### src/rtl/pusch_crc_pkg.sv
// Shared types and constants for the PUSCH CRC attachment path: CRC width,
// controller state encoding and the error codes reported to the host.
package pusch_crc_pkg;

    localparam int CRC_W = 16;
    localparam int IDX_W = $clog2(CRC_W);

    typedef enum logic [2:0] {
        ST_IDLE     = 3'd0,
        ST_SEED     = 3'd1,
        ST_ARMED    = 3'd2,
        ST_PAYLOAD  = 3'd3,
        ST_DRAIN    = 3'd4,
        ST_WAIT_CRC = 3'd5,
        ST_APPEND   = 3'd6
    } state_e;

    typedef enum logic [1:0] {
        ERR_NONE = 2'b00,
        ERR_LEN  = 2'b01,
        ERR_GAP  = 2'b10,
        ERR_TMO  = 2'b11
    } err_code_e;

endpackage

### src/rtl/crc_attach_ctrl_if.sv
// Signal bundle between the TB source, the segmentation stage, the CRC engine
// and crc_attach_ctrl; slave is the controller's view, master the environment's.
interface crc_attach_ctrl_if #(
    parameter int LEN_W = 16
);
    import pusch_crc_pkg::*;

    logic             start;
    logic [LEN_W-1:0] tb_len;
    logic             in_bit;
    logic             in_valid;
    logic             in_ready;
    logic             out_bit;
    logic             out_valid;
    logic             out_ready;
    logic             out_last;
    logic             crc_rst_n;
    logic             crc_data;
    logic             crc_active;
    logic [CRC_W-1:0] crc_word;
    logic             crc_valid;
    logic             busy;
    logic             done;
    logic             err;
    logic [1:0]       err_code;

    modport slave (
        input  start, tb_len, in_bit, in_valid, out_ready, crc_word, crc_valid,
        output in_ready, out_bit, out_valid, out_last, crc_rst_n, crc_data,
               crc_active, busy, done, err, err_code
    );

    modport master (
        output start, tb_len, in_bit, in_valid, out_ready, crc_word, crc_valid,
        input  in_ready, out_bit, out_valid, out_last, crc_rst_n, crc_data,
               crc_active, busy, done, err, err_code
    );

endinterface

### src/rtl/crc_append_serializer.sv
// Holds the captured CRC word and presents it one bit per accepted transfer,
// bit 0 first, flagging the final bit.
module crc_append_serializer
    import pusch_crc_pkg::*;
(
    input  logic             CLK,
    input  logic             RST,
    input  logic             load_i,
    input  logic [CRC_W-1:0] word_i,
    input  logic             shift_i,
    output logic             bit_o,
    output logic             last_o
);

    logic [CRC_W-1:0] sr_q;
    logic [IDX_W-1:0] idx_q;

    always_ff @(posedge CLK or negedge RST) begin
        if (!RST) begin
            idx_q <= '0;
        end else if (load_i) begin
            idx_q <= '0;
        end else if (shift_i) begin
            idx_q <= idx_q + IDX_W'(1);
        end
    end

    // Shift register carries data only; the index decides what is valid.
    always_ff @(posedge CLK) begin
        if (load_i) begin
            sr_q <= word_i;
        end else if (shift_i) begin
            sr_q <= {1'b0, sr_q[CRC_W-1:1]};
        end
    end

    assign bit_o  = sr_q[0];
    assign last_o = (idx_q == IDX_W'(CRC_W - 1));

endmodule

### src/rtl/crc_attach_ctrl.sv
// Sequences the serial CRC-16 engine for PUSCH transport-block CRC attachment:
// payload pass-through, engine feed and reseed, CRC wait with timeout, CRC append.
module crc_attach_ctrl
    import pusch_crc_pkg::*;
#(
    parameter int LEN_W       = 16,
    parameter int CRC_TIMEOUT = 32
) (
    input logic              CLK,
    input logic              RST,
    crc_attach_ctrl_if.slave bus_io
);

    localparam int TMO_W = $clog2(CRC_TIMEOUT + 1);

    state_e           state_q, state_d;
    logic [LEN_W-1:0] len_q, len_d;
    logic [LEN_W-1:0] cnt_q, cnt_d;
    logic [TMO_W-1:0] tmo_q, tmo_d;
    logic             crc_rst_n_q, crc_rst_n_d;
    logic             crc_data_q, crc_data_d;
    logic             crc_active_q, crc_active_d;
    logic             done_q, done_d;
    logic             err_q, err_d;
    logic [1:0]       err_code_q, err_code_d;

    logic pass, xfer_in, is_append;
    logic ser_load, ser_shift, ser_bit, ser_last;

    crc_append_serializer u_ser (
        .CLK     (CLK),
        .RST     (RST),
        .load_i  (ser_load),
        .word_i  (bus_io.crc_word),
        .shift_i (ser_shift),
        .bit_o   (ser_bit),
        .last_o  (ser_last)
    );

    assign pass      = (state_q == ST_ARMED) || (state_q == ST_PAYLOAD);
    assign is_append = (state_q == ST_APPEND);
    assign xfer_in   = pass && bus_io.in_valid && bus_io.out_ready;

    // Payload path is purely combinational so the block adds no latency.
    assign bus_io.in_ready   = pass && bus_io.out_ready;
    assign bus_io.out_valid  = pass ? bus_io.in_valid : is_append;
    assign bus_io.out_bit    = pass ? bus_io.in_bit : (is_append && ser_bit);
    assign bus_io.out_last   = is_append && ser_last;
    assign bus_io.busy       = (state_q != ST_IDLE);
    assign bus_io.crc_rst_n  = crc_rst_n_q;
    assign bus_io.crc_data   = crc_data_q;
    assign bus_io.crc_active = crc_active_q;
    assign bus_io.done       = done_q;
    assign bus_io.err        = err_q;
    assign bus_io.err_code   = err_code_q;

    always_ff @(posedge CLK or negedge RST) begin
        if (!RST) begin
            state_q      <= ST_IDLE;
            len_q        <= '0;
            cnt_q        <= '0;
            tmo_q        <= '0;
            crc_rst_n_q  <= 1'b0;
            crc_data_q   <= 1'b0;
            crc_active_q <= 1'b0;
            done_q       <= 1'b0;
            err_q        <= 1'b0;
            err_code_q   <= ERR_NONE;
        end else begin
            state_q      <= state_d;
            len_q        <= len_d;
            cnt_q        <= cnt_d;
            tmo_q        <= tmo_d;
            crc_rst_n_q  <= crc_rst_n_d;
            crc_data_q   <= crc_data_d;
            crc_active_q <= crc_active_d;
            done_q       <= done_d;
            err_q        <= err_d;
            err_code_q   <= err_code_d;
        end
    end

    always_comb begin
        state_d      = state_q;
        len_d        = len_q;
        cnt_d        = cnt_q;
        tmo_d        = tmo_q;
        crc_rst_n_d  = 1'b1;
        crc_data_d   = crc_data_q;
        crc_active_d = 1'b0;
        done_d       = 1'b0;
        err_d        = 1'b0;
        err_code_d   = err_code_q;
        ser_load     = 1'b0;
        ser_shift    = 1'b0;

        if (xfer_in) begin
            crc_active_d = 1'b1;
            crc_data_d   = bus_io.in_bit;
        end

        unique case (state_q)
            ST_IDLE: begin
                if (bus_io.start) begin
                    if (bus_io.tb_len == '0) begin
                        err_d      = 1'b1;
                        err_code_d = ERR_LEN;
                    end else begin
                        len_d   = bus_io.tb_len;
                        cnt_d   = '0;
                        state_d = ST_SEED;
                    end
                end
            end
            ST_SEED: state_d = ST_ARMED;
            ST_ARMED, ST_PAYLOAD: begin
                if (xfer_in) begin
                    cnt_d   = cnt_q + LEN_W'(1);
                    state_d = (cnt_q + LEN_W'(1) == len_q) ? ST_DRAIN : ST_PAYLOAD;
                end else if (state_q == ST_PAYLOAD) begin
                    // A stalled bit lets the engine begin unloading a partial CRC.
                    err_d       = 1'b1;
                    err_code_d  = ERR_GAP;
                    crc_rst_n_d = 1'b0;
                    state_d     = ST_IDLE;
                end
            end
            ST_DRAIN: begin
                tmo_d   = '0;
                state_d = ST_WAIT_CRC;
            end
            ST_WAIT_CRC: begin
                tmo_d = tmo_q + TMO_W'(1);
                // The entry cycle (count 0) may still see a stale result.
                if (bus_io.crc_valid && (tmo_q != '0)) begin
                    ser_load = 1'b1;
                    state_d  = ST_APPEND;
                end else if (tmo_q + TMO_W'(1) >= TMO_W'(CRC_TIMEOUT)) begin
                    err_d      = 1'b1;
                    err_code_d = ERR_TMO;
                    state_d    = ST_IDLE;
                end
            end
            ST_APPEND: begin
                if (bus_io.out_ready) begin
                    ser_shift = 1'b1;
                    if (ser_last) begin
                        done_d  = 1'b1;
                        state_d = ST_IDLE;
                    end
                end
            end
            default: state_d = ST_IDLE;
        endcase

        if (state_d == ST_SEED) begin
            crc_rst_n_d = 1'b0;
        end
    end

endmodule

### src/flat_wrapper.sv
// flat-port wrapper written by rule: the top's interface ports become plain ports
module crc_attach_ctrl_flat import pusch_crc_pkg::*;
#(
    parameter int LEN_W       = 16,
    parameter int CRC_TIMEOUT = 32
)
  (CLK, RST, bus_io_start, bus_io_tb_len, bus_io_in_bit, bus_io_in_valid, bus_io_out_ready, bus_io_crc_word, bus_io_crc_valid, bus_io_in_ready, bus_io_out_bit, bus_io_out_valid, bus_io_out_last, bus_io_crc_rst_n, bus_io_crc_data, bus_io_crc_active, bus_io_busy, bus_io_done, bus_io_err, bus_io_err_code);
  crc_attach_ctrl_if #(.LEN_W(LEN_W)) bus_io_i ();
  input logic CLK;
  input logic RST;
  input wire logic [$bits(bus_io_i.start)-1:0] bus_io_start;
  input wire logic [$bits(bus_io_i.tb_len)-1:0] bus_io_tb_len;
  input wire logic [$bits(bus_io_i.in_bit)-1:0] bus_io_in_bit;
  input wire logic [$bits(bus_io_i.in_valid)-1:0] bus_io_in_valid;
  input wire logic [$bits(bus_io_i.out_ready)-1:0] bus_io_out_ready;
  input wire logic [$bits(bus_io_i.crc_word)-1:0] bus_io_crc_word;
  input wire logic [$bits(bus_io_i.crc_valid)-1:0] bus_io_crc_valid;
  output wire logic [$bits(bus_io_i.in_ready)-1:0] bus_io_in_ready;
  output wire logic [$bits(bus_io_i.out_bit)-1:0] bus_io_out_bit;
  output wire logic [$bits(bus_io_i.out_valid)-1:0] bus_io_out_valid;
  output wire logic [$bits(bus_io_i.out_last)-1:0] bus_io_out_last;
  output wire logic [$bits(bus_io_i.crc_rst_n)-1:0] bus_io_crc_rst_n;
  output wire logic [$bits(bus_io_i.crc_data)-1:0] bus_io_crc_data;
  output wire logic [$bits(bus_io_i.crc_active)-1:0] bus_io_crc_active;
  output wire logic [$bits(bus_io_i.busy)-1:0] bus_io_busy;
  output wire logic [$bits(bus_io_i.done)-1:0] bus_io_done;
  output wire logic [$bits(bus_io_i.err)-1:0] bus_io_err;
  output wire logic [$bits(bus_io_i.err_code)-1:0] bus_io_err_code;
  assign bus_io_i.start = bus_io_start;
  assign bus_io_i.tb_len = bus_io_tb_len;
  assign bus_io_i.in_bit = bus_io_in_bit;
  assign bus_io_i.in_valid = bus_io_in_valid;
  assign bus_io_i.out_ready = bus_io_out_ready;
  assign bus_io_i.crc_word = bus_io_crc_word;
  assign bus_io_i.crc_valid = bus_io_crc_valid;
  assign bus_io_in_ready = bus_io_i.in_ready;
  assign bus_io_out_bit = bus_io_i.out_bit;
  assign bus_io_out_valid = bus_io_i.out_valid;
  assign bus_io_out_last = bus_io_i.out_last;
  assign bus_io_crc_rst_n = bus_io_i.crc_rst_n;
  assign bus_io_crc_data = bus_io_i.crc_data;
  assign bus_io_crc_active = bus_io_i.crc_active;
  assign bus_io_busy = bus_io_i.busy;
  assign bus_io_done = bus_io_i.done;
  assign bus_io_err = bus_io_i.err;
  assign bus_io_err_code = bus_io_i.err_code;
  crc_attach_ctrl #(.LEN_W(LEN_W), .CRC_TIMEOUT(CRC_TIMEOUT)) u_core (.CLK(CLK), .RST(RST), .bus_io(bus_io_i));
endmodule
### config.mk
export PLATFORM = sky130hd
export DESIGN_NAME = crc_attach_ctrl_flat
export DESIGN_NICKNAME = d
export VERILOG_FILES = /design/src/rtl/pusch_crc_pkg.sv /design/src/rtl/crc_attach_ctrl_if.sv /design/src/rtl/crc_append_serializer.sv /design/src/rtl/crc_attach_ctrl.sv /design/src/flat_wrapper.sv
export SDC_FILE = /design/constraint.sdc
export NUM_CORES = 1
export LEC_CHECK = 0
export CORE_MARGIN = 8
export CORE_UTILIZATION = 50
export DETAILED_ROUTE_END_ITERATION = 8
export PLACE_DENSITY = 0.82
export SYNTH_ARGS = -nofsm -noshare
export SYNTH_HDL_FRONTEND = slang
export SYNTH_SLANG_ARGS = --single-unit
### constraint.sdc
create_clock -name CLK -period 2.5 [get_ports CLK]
set_clock_uncertainty 0.1 [all_clocks]
set_input_delay 0.25 -clock CLK [delete_from_list [all_inputs] [get_ports CLK]]
set_output_delay 0.25 -clock CLK [all_outputs]
set_load 0.01 [all_outputs]
; Word-level counts from Yosys, hierarchy flattened
; Index checks and enable logic that the tools add are counted.
[totals]
out_inout_bits = 12
elab_cells = 100
regBits = 68
input_bits = 39
[classes]
reduce_logical = 19
addsub = 3
mux = 47
magnitude_cmp = 1
eq_ne = 17
bitwise_logic = 1
[op_table]
columns = cell, count
row1 = two-way mux 16 bit, 5
row2 = case mux 16 bit (2 select lines), 1
row3 = two-way mux 3 bit, 9
row4 = two-way mux 1 bit, 20
row5 = case mux 3 bit (6 select lines), 1
row6 = "adder 16 x 1 -> 16 bit, second input constant", 1
row7 = equality test 16 bit, 1
row8 = zero test 16 bit, 1
row9 = two-way mux 2 bit, 6
row10 = case mux 6 bit (2 select lines), 1
row11 = "equality test 3 bit, second input constant", 3
row12 = two-way mux 4 bit, 2
row13 = "inequality test 2 x 1 -> 1 bit, second input constant", 4
row14 = "inequality test 2 bit, second input constant", 4
row15 = AND reduction 7 bit, 1
row16 = "adder 6 x 1 -> 6 bit, second input constant", 1
row17 = "equality test 3 x 1 -> 1 bit, second input constant", 2
row18 = "equality test 3 x 2 -> 1 bit, second input constant", 2
row19 = "greater-or-equal comparator 6 bit, second input constant", 1
row20 = logical AND 1 bit, 6
row21 = case mux 2 bit (3 select lines), 1
row22 = nonzero test 2 bit, 3
row23 = nonzero test 3 bit, 2
row24 = nonzero test 6 bit, 1
row25 = other kinds (9), 9

; Logic depth before layout (Yosys ltp)
[depth]
ltp_word = 8
mapped_depth = 9
depth_no_buf = 8

; Hierarchy
; From an unflattened synthesis, not the netlist that was laid out.
[hier_totals]
hier_cells = 344
hier_area_um2 = 3611.0
[by_module_without_submodules]
columns = module, area_each_um2, seq_area_each_um2, cells_each, instances
row1 = crc_attach_ctrl, 2735.1, 1201.2, 292, 1
row2 = crc_append_serializer, 875.8, 580.6, 52, 1

; Least setup slack after synthesis
; No wires, ideal clock.
[synth_path]
path_kind = register -> register
start = register u_core.state_q[2]
end = register u_core.u_ser.sr_q[0], enable pin
setup_slack_ns = -0.166
path_buffers = 1
setup_time_ns = 0.411
arrival_time_ns = 2.155
stages_incl_launch_ff = 5
period_less_slack_ns = 2.666
path_cell_list = dfrtp_1 > buf_2 > nor2b_1 > nand2_1 > o21ai_0
[synth_between]
elab_chain_cells = 3
word_cells_on_any_way = 5
cone_classes = eq/ne (2) / mux (2) / reduce/logical (1)
[synth_rtl]
columns = element, line_no
row1 = start: declaration, crc_attach_ctrl.sv:16  ; state_e state_q, state_d;
row2 = start signal: assignment, crc_attach_ctrl.sv:70  ; state_q <= state_d;
row3 = equality test 3 bit, crc_attach_ctrl.sv:102  ; unique case (state_q)
row4 = two-way mux 1 bit, crc_attach_ctrl.sv:102
row5 = nonzero test 2 bit (no line) *, --
row6 = end signal: assignment, crc_append_serializer.sv:31  ; sr_q <= word_i;
row7 = end signal: assignment, crc_append_serializer.sv:33  ; sr_q <= {1'b0, sr_q[CRC_W-1:1]};
row8 = end: declaration, crc_append_serializer.sv:15  ; logic [CRC_W-1:0] sr_q;
; Mark *: on every way between the ends. The rest lies on a longest branch, timed or not.
; A chain may end at the register's enable or synchronous reset.

; Worst setup path after layout
[layout_path]
start = register u_core.cnt_q[0]
end = register u_core.state_q[1]
[layout_between]
elab_chain_cells = 5
[layout_rtl]
columns = element, line_no
row1 = start: declaration, crc_attach_ctrl.sv:18  ; logic [LEN_W-1:0] cnt_q, cnt_d;
row2 = start signal: assignment, crc_attach_ctrl.sv:72  ; cnt_q <= cnt_d;
row3 = adder 16 x 1 -> 16 bit, crc_attach_ctrl.sv:119  ; state_d = (cnt_q + LEN_W'(1) == len_q) ? ST_DRAIN : ST_PAYLOAD;
row4 = equality test 16 bit, crc_attach_ctrl.sv:119
row5 = two-way mux 3 bit, crc_attach_ctrl.sv:119
row6 = two-way mux 3 bit, crc_attach_ctrl.sv:117  ; if (xfer_in) begin
row7 = case mux 3 bit (6 select lines), crc_attach_ctrl.sv:102
row8 = via u_core.state_d[1], crc_attach_ctrl.sv:16
; The timed path passes the listed nets, and every way through them passes these cells.

==> impl_metrics.env <==
export IMPL_status="completed"
export IMPL_yosysWarningCount=0
export IMPL_grt_use_total=0.1778
export IMPL_drc_errors=0
export IMPL_syn_area_um2=3804
export IMPL_grt_pass1_vias=2966
export IMPL_cts_tree="yes"
export IMPL_reg2reg_from="u_core.cnt_q[0]"
export IMPL_num_antenna_cells=0
export IMPL_grt_overflow=0
export IMPL_fp_dieArea_um2=10650
export IMPL_worstPathArrival_ns=2.44
export IMPL_clkSlewWorstSetupHoldPaths_ns=0.08
export IMPL_cpPeakStageDelay_ns=0.52
export IMPL_dp_slack_ns=0.05108
export IMPL_synth_edf_count=16
export IMPL_startpoint_type="flip-flop"
export IMPL_finalWorstPathRequiredPeriod_ns=2.303
export IMPL_drtPass1Iterations=4
export IMPL_clk_latency_ns=0.35
export IMPL_start_util=0.5026
export IMPL_io_pins=51
export IMPL_final_cell_mix="52 x dfrtp_1, 49 x clkdlybuf4s50_1, 28 x o21ai_0"
export IMPL_die_w_um=103.2
export IMPL_whs_ns=0.3341
export IMPL_rsz0062_at_grt="false"
export IMPL_antenna_found_initial=0
export IMPL_synth_flop_cell="dfrtp_1"
export IMPL_final_area_um2=4696
export IMPL_crit_required_ns=2.64
export IMPL_post_cts_setup_buffers=0
export IMPL_final_nets=454
export IMPL_ys_ff_latch=68
export IMPL_fmax_mhz=434.2
export IMPL_async_flop_share=0.7647
export IMPL_cp_slowest_cell="dfrtp_1"
export IMPL_clock_sinks=68
export IMPL_grt_start_max_net_pins=29
export IMPL_path_max_fanout=8
export IMPL_cts_htree_levels=3
export IMPL_tightestPinTransition_ns=0.5980
export IMPL_place_congestion=0.9458
export IMPL_finalSetupViolations=0
export IMPL_synth_cell_types=57
export IMPL_avgSynthCellArea_um2=10.62
export IMPL_tns_ns=0
export IMPL_grt_pass1_wl_um=14700
export IMPL_n_fill_cell=611
export IMPL_power_leakage_nw=1.887
export IMPL_ir_drop_mv=0.4066
export IMPL_layout_commonest_cell="dfrtp_1"
export IMPL_worstSetupPathType="reg -> reg"
export IMPL_r2r_slack_ns=0.20
export IMPL_relSlewSlack=0.6013
export IMPL_fp_dieH_um=103.2
export IMPL_wl_per_cell_um=16.54
export IMPL_rr_worst_depth=7
export IMPL_period_share=0.9213
export IMPL_drive_gt1_frac=0.1875
export IMPL_via_per_inst=5.622
export IMPL_syn_nets=401
export IMPL_placed_area_um2=4410
export IMPL_cp_cell_sequence="ha_1 > nand3_4 > xnor2_1 > or3b_1 > a21oi_1 > o2111a_2 > a31oi_1"
export IMPL_drv_cap=0
export IMPL_dr_first_iter_drc_count=173
export IMPL_power_total_mw=3.850
export IMPL_setup_worst_path_end_class="flip-flop"
export IMPL_std_cell_rows=32
export IMPL_cts_buffers=9
export IMPL_synthCells=358
export IMPL_seq_area_frac_synth=0.4684
export IMPL_ctsRootBufferMaster="clkbuf_8"
export IMPL_ant_nets=0
export IMPL_syn2layout_area_growth_pct=23.45
export IMPL_finalMaxSlewViolations=0
export IMPL_powerDensity_nw_per_um2=819.9
export IMPL_fin_ws_ns=0.1968
export IMPL_wirelength_um=8570
export IMPL_vias=2912
export IMPL_max_clock_path_buffers=2
export IMPL_core_um2=7567
export IMPL_hpwl_um=6221
export IMPL_rr_endpoint="u_core.state_q[1]"
export IMPL_hp_class="in -> async"
export IMPL_hold_viol=0
export IMPL_portBuffers=50
==> layer usage <==
layer  GRT usage  up-vias  wire length [µm]  share of wire
met5           0        -                 0              0
met4     0.05006        0                98          0.011
met3     0.05221        9               602          0.070
met2      0.2680       90              3959           0.46
met1      0.2428     1406              3910           0.46
li1            -     1407                 -              -
==> cell type report <==
| cell class | count | area, µm² | share of cell area |
|---|---|---|---|
| multi-input combinational | 262 | 1857 | 0.3954 |
| sequential | 68 | 1782 | 0.3794 |
| timing repair buffer | 63 | 633.1 | 0.1348 |
| clock inverter | 7 | 146.4 | 0.03117 |
| tap | 102 | 127.6 | 0.02718 |
| clock buffer | 9 | 123.9 | 0.02638 |
| inverter | 7 | 26.28 | 0.005596 |
==> how the worst max path moves through the flow <==
stage / depth (start not counted) / startpoint / slack, ns / endpoint
after detailed placement: 6 / u_core.tmo_q[0] / 0.05 / u_core.u_ser.sr_q[1]
after CTS: 6 / u_core.tmo_q[0] / 0.02 / u_core.u_ser.sr_q[2]
after global placement: 6 / u_core.tmo_q[0] / 0.08 / u_core.u_ser.sr_q[1]
final: 7 / u_core.cnt_q[0] / 0.20 / u_core.state_q[1]
after global routing: 7 / u_core.cnt_q[0] / 0.03 / u_core.state_q[2]
after floorplan: 4 / u_core.state_q[2] / 0.26 / u_core.u_ser.sr_q[0]
==> where the power goes <==
part	leakage, nW	switching (mW)	internal (mW)
combinational	0.929	0.516	0.598
sequential	0.824	0.182	1.32
clock	0.134	0.458	0.772
==> registers in the layout, indices dropped and copies added (netlist names), 2 cells and up <==
register,flops
u_core.u_ser.idx_q,4
u_core.bus_io.err_code,2
u_core.tmo_q,6
u_core.cnt_q,16
u_core.state_q,3
u_core.u_ser.sr_q,16
u_core.len_q,16
==> cell usage after synthesis (3+ instances only) <==
cell type  number  area share
a21oi_1        16       0.021
nor4_1          4      0.0066
ha_1            4       0.013
edfxtp_1       16        0.13
and2_1          3      0.0049
inv_1           6      0.0059
clkbuf_1        4      0.0039
nand2b_1        5      0.0082
o31ai_1         3      0.0059
nor2b_1         7       0.012
dfrtp_1        52        0.34
nor3_1          6      0.0079
mux2_2         27       0.080
buf_4           5      0.0099
nand4_1        10       0.016
buf_2           7      0.0092
a31oi_1         3      0.0049
a21o_1          4      0.0079
mux2_4          4       0.016
xnor2_1        18       0.041
nand3_1        18       0.024
buf_6           5       0.015
a22o_1          5       0.012
o21ai_0        29       0.038
and3_1          5      0.0082
nand2_1        23       0.023
xor2_1          7       0.016
nor2_2          3      0.0049
nor2_1         24       0.024
==> stage by stage <==
step / util / cells
after global placement: 0.5828 / 501
after detailed placement: 0.5828 / 501
after floorplan: - / 358
after global routing: 0.6205 / 518
final: 0.6205 / 518
after CTS: 0.6199 / 518
==> timing repair <==
| action | 4_1_cts | 5_1_grt |
|---|---|---|
| gates resized for setup | 0 | 1 |
| hold buffers | 1 | 0 |
| setup endpoints to repair | 0 | 15 |
| hold endpoints to repair | 24 | 0 |
==> critical path, delay by kind of cell (launching register included) <==
family                   cells  cell delay (ns)
AND/OR/NAND/NOR              2             0.53
flip-flops                   1             0.52
adder cells (fa/ha/maj)      1             0.36
XOR/XNOR                     1             0.17
AO/OA/AOI/OAI                3             0.50
==> cell families after synthesis <==
| group | share of synthesized area |
|---|---|
| AND/OR/NAND/NOR | 0.1957 |
| AO/OA/AOI/OAI | 0.1194 |
| flip-flops | 0.4684 |
| multiplexers | 0.1010 |
| buffers and inverters | 0.04473 |
| XOR/XNOR | 0.05757 |
| adder cells (fa/ha/maj) | 0.01316 |
(Power assumes the default switching activity.)
